`src/rtl/hex_sector_streamer.sv`:
```
// HEX load sequencer: SD sector reads into the shared buffer, then
// preamble + buffer bytes streamed to the bootloader UART.
//
// Ports:
//   clk_100m, reset_n      clock, synchronous active-low reset
//   start, abort           begin a load / cancel it (abort wins)
//   busy, done, overflow   load status; overflow is sticky until start
//   sd_lba, sd_rd, sd_ack  sector request handshake with hps_io
//   buf_addr, buf_dout     sector buffer read port (1-cycle latency)
//   tx_data/valid/ready    byte stream to the UART transmitter
//   progress               saturating count of bytes transmitted
module hex_sector_streamer #(
    parameter int         PREAMBLE_LEN = 10,
    parameter logic [7:0] EOF_BYTE     = 8'h1A,
    parameter int         LBA_W        = 9,
    parameter int         MAX_SECTORS  = 511
) (
    input  logic             clk_100m,
    input  logic             reset_n,
    input  logic             start,
    input  logic             abort,
    output logic             busy,
    output logic             done,
    output logic             overflow,
    output logic [LBA_W-1:0] sd_lba,
    output logic             sd_rd,
    input  logic             sd_ack,
    output logic [8:0]       buf_addr,
    input  logic [7:0]       buf_dout,
    output logic [7:0]       tx_data,
    output logic             tx_valid,
    input  logic             tx_ready,
    output logic [17:0]      progress
);

    typedef enum logic [2:0] {
        S_IDLE,
        S_PRE,
        S_SD_REQ,
        S_SD_FILL,
        S_FETCH,
        S_LATCH,
        S_SEND,
        S_FIN
    } state_t;

    localparam logic [7:0] PRE_LAST =
        8'((PREAMBLE_LEN > 0) ? PREAMBLE_LEN - 1 : 0);
    localparam logic [LBA_W-1:0] LBA_LIMIT = LBA_W'(MAX_SECTORS);

    state_t           state;
    logic [7:0]       pre_idx;
    logic             xfer;
    logic [LBA_W-1:0] lba_next;
    logic [17:0]      progress_inc;

    assign xfer         = tx_valid && tx_ready;
    assign lba_next     = sd_lba + LBA_W'(1);
    assign progress_inc = (progress == '1) ? progress : progress + 18'd1;

    // buf_addr doubles as the byte index: it is presented during FETCH
    // so buf_dout is valid in LATCH.
    always_ff @(posedge clk_100m) begin
        if (!reset_n) begin
            state    <= S_IDLE;
            pre_idx  <= '0;
            busy     <= 1'b0;
            done     <= 1'b0;
            overflow <= 1'b0;
            sd_lba   <= '0;
            sd_rd    <= 1'b0;
            buf_addr <= '0;
            tx_data  <= '0;
            tx_valid <= 1'b0;
            progress <= '0;
        end else if (abort && state != S_IDLE) begin
            state    <= S_IDLE;
            sd_rd    <= 1'b0;
            tx_valid <= 1'b0;
            busy     <= 1'b0;
            done     <= 1'b0;
        end else begin
            done <= 1'b0;
            unique case (state)
                S_IDLE: begin
                    if (start && !abort) begin
                        busy     <= 1'b1;
                        sd_lba   <= '0;
                        buf_addr <= '0;
                        pre_idx  <= '0;
                        progress <= '0;
                        overflow <= 1'b0;
                        if (PREAMBLE_LEN > 0) begin
                            state    <= S_PRE;
                            tx_data  <= 8'h30;
                            tx_valid <= 1'b1;
                        end else begin
                            state <= S_SD_REQ;
                            sd_rd <= 1'b1;
                        end
                    end
                end
                S_PRE: begin
                    if (xfer) begin
                        progress <= progress_inc;
                        pre_idx  <= pre_idx + 8'd1;
                        if (pre_idx == PRE_LAST) begin
                            tx_valid <= 1'b0;
                            sd_rd    <= 1'b1;
                            state    <= S_SD_REQ;
                        end else begin
                            tx_data <= 8'h30 + pre_idx + 8'd1;
                        end
                    end
                end
                S_SD_REQ: begin
                    if (sd_ack) begin
                        sd_rd <= 1'b0;
                        state <= S_SD_FILL;
                    end
                end
                S_SD_FILL: begin
                    if (!sd_ack) begin
                        buf_addr <= '0;
                        state    <= S_FETCH;
                    end
                end
                S_FETCH: begin
                    state <= S_LATCH;
                end
                S_LATCH: begin
                    if (buf_dout == EOF_BYTE) begin
                        done  <= 1'b1;
                        busy  <= 1'b0;
                        state <= S_FIN;
                    end else begin
                        tx_data  <= buf_dout;
                        tx_valid <= 1'b1;
                        state    <= S_SEND;
                    end
                end
                S_SEND: begin
                    if (xfer) begin
                        tx_valid <= 1'b0;
                        progress <= progress_inc;
                        if (buf_addr != 9'h1FF) begin
                            buf_addr <= buf_addr + 9'd1;
                            state    <= S_FETCH;
                        end else begin
                            buf_addr <= '0;
                            sd_lba   <= lba_next;
                            if (lba_next == LBA_LIMIT) begin
                                overflow <= 1'b1;
                                done     <= 1'b1;
                                busy     <= 1'b0;
                                state    <= S_FIN;
                            end else begin
                                sd_rd <= 1'b1;
                                state <= S_SD_REQ;
                            end
                        end
                    end
                end
                S_FIN: begin
                    state <= S_IDLE;
                end
                default: begin
                    state <= S_IDLE;
                end
            endcase
        end
    end

endmodule

```
`config.mk`:
```
export PLATFORM = sky130hd
export DESIGN_NAME = hex_sector_streamer
export DESIGN_NICKNAME = d
export VERILOG_FILES = /design/src/rtl/hex_sector_streamer.sv
export SDC_FILE = /design/constraint.sdc
export NUM_CORES = 1
export LEC_CHECK = 0
export CORE_MARGIN = 8
export CORE_UTILIZATION = 30
export DETAILED_ROUTE_END_ITERATION = 10
export PLACE_DENSITY = 0.57
export SLEW_MARGIN = 0
export SYNTH_ARGS = -nofsm -noshare
export SYNTH_HDL_FRONTEND = slang
export SYNTH_SLANG_ARGS = --single-unit
export TNS_END_PERCENT = 100
```
`constraint.sdc`:
```
create_clock -name clk_100m -period 5.05 [get_ports clk_100m]
set_input_delay 1.01 -clock clk_100m [delete_from_list [all_inputs] [get_ports clk_100m]]
set_output_delay 1.01 -clock clk_100m [all_outputs]
set_load 0.01 [all_outputs]
```
==> impl_metrics.env, run 1 <==
export IMPL_yosys_warnings=0
export IMPL_clk_pin_slew_worst_paths_ns=0.06
export IMPL_core_area_um2=11910
export IMPL_cap_violations=0
export IMPL_fin_util=0.3907
export IMPL_routed_via_density=5.493
export IMPL_finalNetCount=546
export IMPL_synth_top_cell_by_area="dfxtp_1"
export IMPL_start_kind="flip-flop"
export IMPL_port_buffers=62
export IMPL_seq_area_frac_synth=0.3300
export IMPL_syn_cell_area_um2=3640
export IMPL_wl_mm=10.48
export IMPL_synthesis_nets=499
export IMPL_ir_worst_vdd_v=0.0002255
export IMPL_leakagePower_nw=1.559
export IMPL_drive_gt1_frac=0.04915
export IMPL_grt_overflow=0
export IMPL_cts_tree="done"
export IMPL_h_tree_depth=3
export IMPL_synthTopCellsByArea="dfxtp_1 (33%), o21ai_0 (5.1%), nand2_1 (5.0%)"
export IMPL_min_path_type="flip-flop to flip-flop"
export IMPL_yosysMostFrequentCell="dfxtp_1"
export IMPL_arrival_ns=3.33
export IMPL_rsz0062_at_grt="no"
export IMPL_area_delta_synth_final_pct=27.84
export IMPL_ctsHoldBuffers=0
export IMPL_route_detailed_drc=0
export IMPL_ioPinCount=63
export IMPL_vias=3713
export IMPL_path_cells="nand3b_1 > o31ai_1 > a21o_1 > nand2_1 > or4_1 > a21oi_1"
export IMPL_drt_pass1_iter_count=5
export IMPL_yosys_cell_types_count=58
export IMPL_tns_ns=0
export IMPL_relSlewSlack=0.3011
export IMPL_fin_crit_ns=3.077
export IMPL_hold_depth=2
export IMPL_fp_dieH_um=126.1
export IMPL_crit_end="progress[17]"
export IMPL_start_util=0.3056
export IMPL_async_reset_ff_frac=0
export IMPL_p_per_area_nw_per_um2=333.7
export IMPL_drv_slew=0
export IMPL_clk_path_buf_depth=2
export IMPL_drt_iter0_drc=569
export IMPL_nFillCells=1236
export IMPL_cp_max_fo=24
export IMPL_grtUsageTotal=0.1352
export IMPL_syn_inst=478
export IMPL_yosysTopAreaCellShare=0.3300
export IMPL_worst_pin_slew_ns=1.048
export IMPL_syn_avg_cell_area_um2=7.615
export IMPL_clk_latency_ns=0.33
export IMPL_wl_per_cell_um=15.51
export IMPL_grt_max_degree=54
export IMPL_crit_reg2reg_launch="state[2]"
export IMPL_max_freq_mhz=325.0
export IMPL_finalCritPeriodShare=0.6093
export IMPL_status="complete, no violations"
export IMPL_cts_made_buffers=9
export IMPL_startpoint="state[2]"
export IMPL_synth_seq_cells=60
export IMPL_dp_slack_ns=1.721
export IMPL_rrSetupSlack_ns=1.97
export IMPL_r2r_worst_path_cells=6
export IMPL_antenna_found_initial=0
export IMPL_rr_endpoint="progress[17]"
export IMPL_die_area_um2=15910
export IMPL_critPathKind="flip-flop to flip-flop"
export IMPL_setup_ws_ns=1.973
export IMPL_grt_pass1_vias=3535
export IMPL_synth_flop_cell="dfxtp_1"
export IMPL_grt_pass1_wl_mm=17.84
export IMPL_clkSinkCount=60
export IMPL_root_buffer="clkbuf_16"
export IMPL_cp_slowest_cell="dfxtp_1"
export IMPL_rows=40
export IMPL_skew_ns=0.009451
export IMPL_slowest_delay_ns=0.82
export IMPL_diodes=0
export IMPL_place_gp_congestion=0.8142
export IMPL_hold_viol_final=0
export IMPL_fp_dieW_um=126.1
export IMPL_setup_violations=0
export IMPL_worstSetupEndpointType="flip-flop"
export IMPL_critPathRequiredTime_ns=5.31
export IMPL_dp_hpwl_mm=7.563
export IMPL_yosys_top_cells_count="dfxtp_1 (60), nand2_1 (48), nor2_1 (42), o21ai_0 (37)"
export IMPL_cts_setup_buffers=0
export IMPL_ant_nets=0
export IMPL_synth_edf_count=0
export IMPL_cts_resized=0
## cell type report
class,count,area (um^2),share of cell area
well taps,147,183.9,0.03953
clock buffers,14,274.0,0.05889
flip-flops and latches,60,1201,0.2581
clock inverters,1,30.03,0.006453
repair buffers,64,635.6,0.1366
multi-input cells,380,2291,0.4923
inverters,10,37.54,0.008067
## how the worst min path moves through the flow
stage,startpoint,endpoint,slack [ns]
6_report,buf_addr[8],buf_addr[8],0.49
5_1_grt,overflow,overflow,0.53
4_1_cts,buf_addr[8],buf_addr[8],0.50
3_5_place_dp,buf_addr[8],buf_addr[8],0.49
3_3_place_gp,progress[10],progress[10],0.48
2_1_floorplan,overflow,overflow,0.49
## report_power, final
group	switching (mW)	total, mW	internal, mW
sequential	0.0519	0.555	0.503
clock	0.210	0.630	0.420
combinational	0.222	0.368	0.147
## critical path, delay by kind of cell, from the launching register on
family,cells,cell delay [ns]
simple gates,3,1.51
flops,1,0.82
compound gates,3,0.67
## layer usage
metal | part of all wire | track usage | wire, um
met1 | 0.46 | 0.1679 | 4834
met2 | 0.47 | 0.2159 | 4892
met3 | 0.059 | 0.04093 | 623
met4 | 0.013 | 0.04954 | 133
met5 | 0 | 0 | 0
## sequential cells by signal, summed over array words and instances, names as in the netlist
name / cells
sd_lba: 9
buf_addr: 9
state: 3
progress: 18
done: 1
pre_idx: 8
overflow: 1
sd_rd: 1
tx_data: 8
tx_valid: 1
busy: 1
## cell usage in the layout, fill, tap and decap left out, types with 7 or more instances in the layout
| master | netlist | layout |
|---|---|---|
| clkdlybuf4s50_1 | 0 | 62 |
| dfxtp_1 | 60 | 60 |
| nand2_1 | 48 | 48 |
| nor2_1 | 42 | 42 |
| o21ai_0 | 37 | 37 |
| a21oi_1 | 30 | 30 |
| nand3_1 | 30 | 30 |
| nor3_1 | 17 | 17 |
| nor2b_1 | 16 | 16 |
| and2_1 | 14 | 14 |
| o21a_1 | 11 | 11 |
| inv_1 | 10 | 10 |
| and3_1 | 10 | 10 |
| a21boi_0 | 10 | 10 |
| nand2b_1 | 9 | 9 |
| clkbuf_16 | 0 | 9 |
| o31ai_1 | 7 | 7 |
| ha_1 | 7 | 7 |
## kinds of logic after synthesis
kind of cell / after synthesis / synth area share
mux: 4 / 0.01100
xor+xnor: 10 / 0.02406
flops: 60 / 0.3300
compound gates: 137 / 0.2485
fa+ha+maj: 7 / 0.02406
simple gates: 222 / 0.3218
buf+inv: 38 / 0.04056
## per-stage QoR
| stage | instance area, um^2 | cells | hold WS [ns] | power (mW) |
|---|---|---|---|---|
| after detailed placement | 4349 | 661 | 0.4897 | 0.9305 |
| after CTS | 4653 | 676 | 0.4951 | 1.565 |
| after floorplan | 3640 | 478 | 0.4894 | 0.7996 |
| after global placement | 4349 | 661 | 0.4839 | 0.9235 |
| final | 4653 | 676 | 0.4931 | 1.553 |
| after global routing | 4653 | 676 | 0.5279 | 1.643 |
(Power assumes the default switching activity.)
==> inputs of run 2 (changes only) <==
- PLACE_DENSITY: 0.57 -> 0.59
- clock period: 5.05 -> 2.5 ns (I/O delays scaled with it)
==> impl_metrics.env, run 2 (synthesized netlist as in run 1, its figures left out) <==
export IMPL_grt_pass1_wl_mm=18.24
export IMPL_ir_worst_vdd_v=0.0003897
export IMPL_leakagePower_nw=1.703
export IMPL_cts_setup_buffers=0
export IMPL_route_detailed_drc=0
export IMPL_fin_crit_ns=2.278
export IMPL_largest_reg_flops=18
export IMPL_worstSetupEndpointType="flip-flop"
export IMPL_rr_endpoint="state[2]"
export IMPL_setup_violations=0
export IMPL_hp_start="buf_addr[1]"
export IMPL_fp_dieW_um=126.1
export IMPL_cts_made_buffers=9
export IMPL_min_path_type="flip-flop to flip-flop"
export IMPL_clk_latency_ns=0.33
export IMPL_root_buffer="clkbuf_16"
export IMPL_fp_dieH_um=126.1
export IMPL_multiInputGateArea_um2=2300
export IMPL_clk_pin_slew_worst_paths_ns=0.05
export IMPL_antenna_found_initial=0
export IMPL_status="complete, no violations"
export IMPL_ioPinCount=63
export IMPL_grt_max_degree=25
export IMPL_grt_overflow=0
export IMPL_finalNetCount=577
export IMPL_slowest_delay_ns=0.48
export IMPL_cp_slowest_cell="or4_1"
export IMPL_place_gp_congestion=0.8624
export IMPL_critPathKind="flip-flop to flip-flop"
export IMPL_drt_iter0_drc=293
export IMPL_cap_violations=0
export IMPL_wl_mm=10.75
export IMPL_finalCritPeriodShare=0.9113
export IMPL_rrSetupSlack_ns=0.22
export IMPL_start_util=0.3056
export IMPL_port_buffers=62
export IMPL_layout_commonest_cell="clkdlybuf4s50_1"
export IMPL_dp_hpwl_mm=8.115
export IMPL_diodes=0
export IMPL_nFillCells=1203
export IMPL_hold_end="buf_addr[1]"
export IMPL_core_area_um2=11910
export IMPL_tns_ns=0
export IMPL_cp_max_fo=7
export IMPL_drt_pass1_iter_count=4
export IMPL_cp_top_family="simple AND/OR/NAND/NOR gates"
export IMPL_vias=3789
export IMPL_worst_path_buf_inv=0
export IMPL_hold_viol_final=0
export IMPL_r2r_worst_path_cells=6
export IMPL_final_cell_mix="clkdlybuf4s50_1 (62), dfxtp_1 (60), nand2_1 (48)"
export IMPL_cts_resized=0
export IMPL_rows=40
export IMPL_ant_nets=0
export IMPL_critPathRequiredTime_ns=2.73
export IMPL_crit_reg2reg_launch="pre_idx[2]"
export IMPL_ctsHoldBuffers=0
export IMPL_rsz0062_at_grt="no"
export IMPL_top_regs="progress x18, buf_addr x9, sd_lba x9"
export IMPL_routed_via_density=5.352
export IMPL_die_area_um2=15910
export IMPL_top_register="progress"
export IMPL_arrival_ns=2.51
export IMPL_max_freq_mhz=438.9
export IMPL_grt_pass1_vias=3734
export IMPL_drv_slew=0
export IMPL_p_per_area_nw_per_um2=646.2
export IMPL_path_cells="nor4b_4 > nand3_1 > o311a_1 > or3_4 > or4_1 > o311ai_1"
export IMPL_start_kind="flip-flop"
export IMPL_grtUsageTotal=0.1380
export IMPL_wl_per_cell_um=15.18
export IMPL_power_mw=3.149
export IMPL_hold_depth=2
export IMPL_h_tree_depth=3
export IMPL_clkSinkCount=60
export IMPL_regArea_um2=1201
export IMPL_cts_tree="done"
export IMPL_skew_ns=0.008698
export IMPL_worst_pin_slew_ns=0.6771
export IMPL_area_delta_synth_final_pct=33.89
export IMPL_relSlewSlack=0.5456
export IMPL_drive_gt1_frac=0.1052
export IMPL_clk_path_buf_depth=2
## run 2: worst max-delay path by stage
stage,startpoint,cells past startpoint,endpoint
floorplan,buf_addr[0],12,sd_lba[4]
global placement,abort,7,progress[10]
detailed placement,tx_ready,6,state[2]
CTS,sd_lba[0],6,done
global route,sd_lba[2],6,done
finish,pre_idx[2],6,state[2]
## run 2: where the power goes
part           internal (mW)  switching (mW)  leakage, nW  total [mW]
Combinational          0.379           0.500         1.08       0.879
Clock                  0.751           0.428        0.140        1.18
Sequential              1.02          0.0752        0.485        1.09
## run 2: stage by stage
stage               utilization  instance area, um^2  hold slack (ns)  setup slack [ns]  std cells
finish                   0.4091                 4873           0.5027            0.2217        708
global route             0.4091                 4873           0.5300           0.01542        708
CTS                      0.4084                 4865           0.5037            0.2016        708
detailed placement       0.3847                 4582           0.4964          0.001313        692
global placement         0.3847                 4582           0.4834           0.02778        692
floorplan                     -                 3640           0.4894            0.1798        478
## run 2: per-layer routing
layer	part of all wire	vias up	GRT usage
met2	0.47	84	0.2232
met1	0.45	1800	0.1637
met3	0.061	13	0.05401
li1	-	1892	-
met5	0	-	0
met4	0.019	0	0.04600
## run 2: final cells by class
type,count,area share
timing repair buffer,95,0.1782
inverter,10,0.007702
clock buffer,15,0.05700
clock inverter,1,0.001027
sequential,60,0.2465
multi-input combinational,380,0.4719
tap,147,0.03774
## run 2: worst min-delay path, cell delays in order, from the launching register on
cell and delay [ns]:
dfxtp_1 0.33, nand2_1 0.06, a21boi_0 0.06
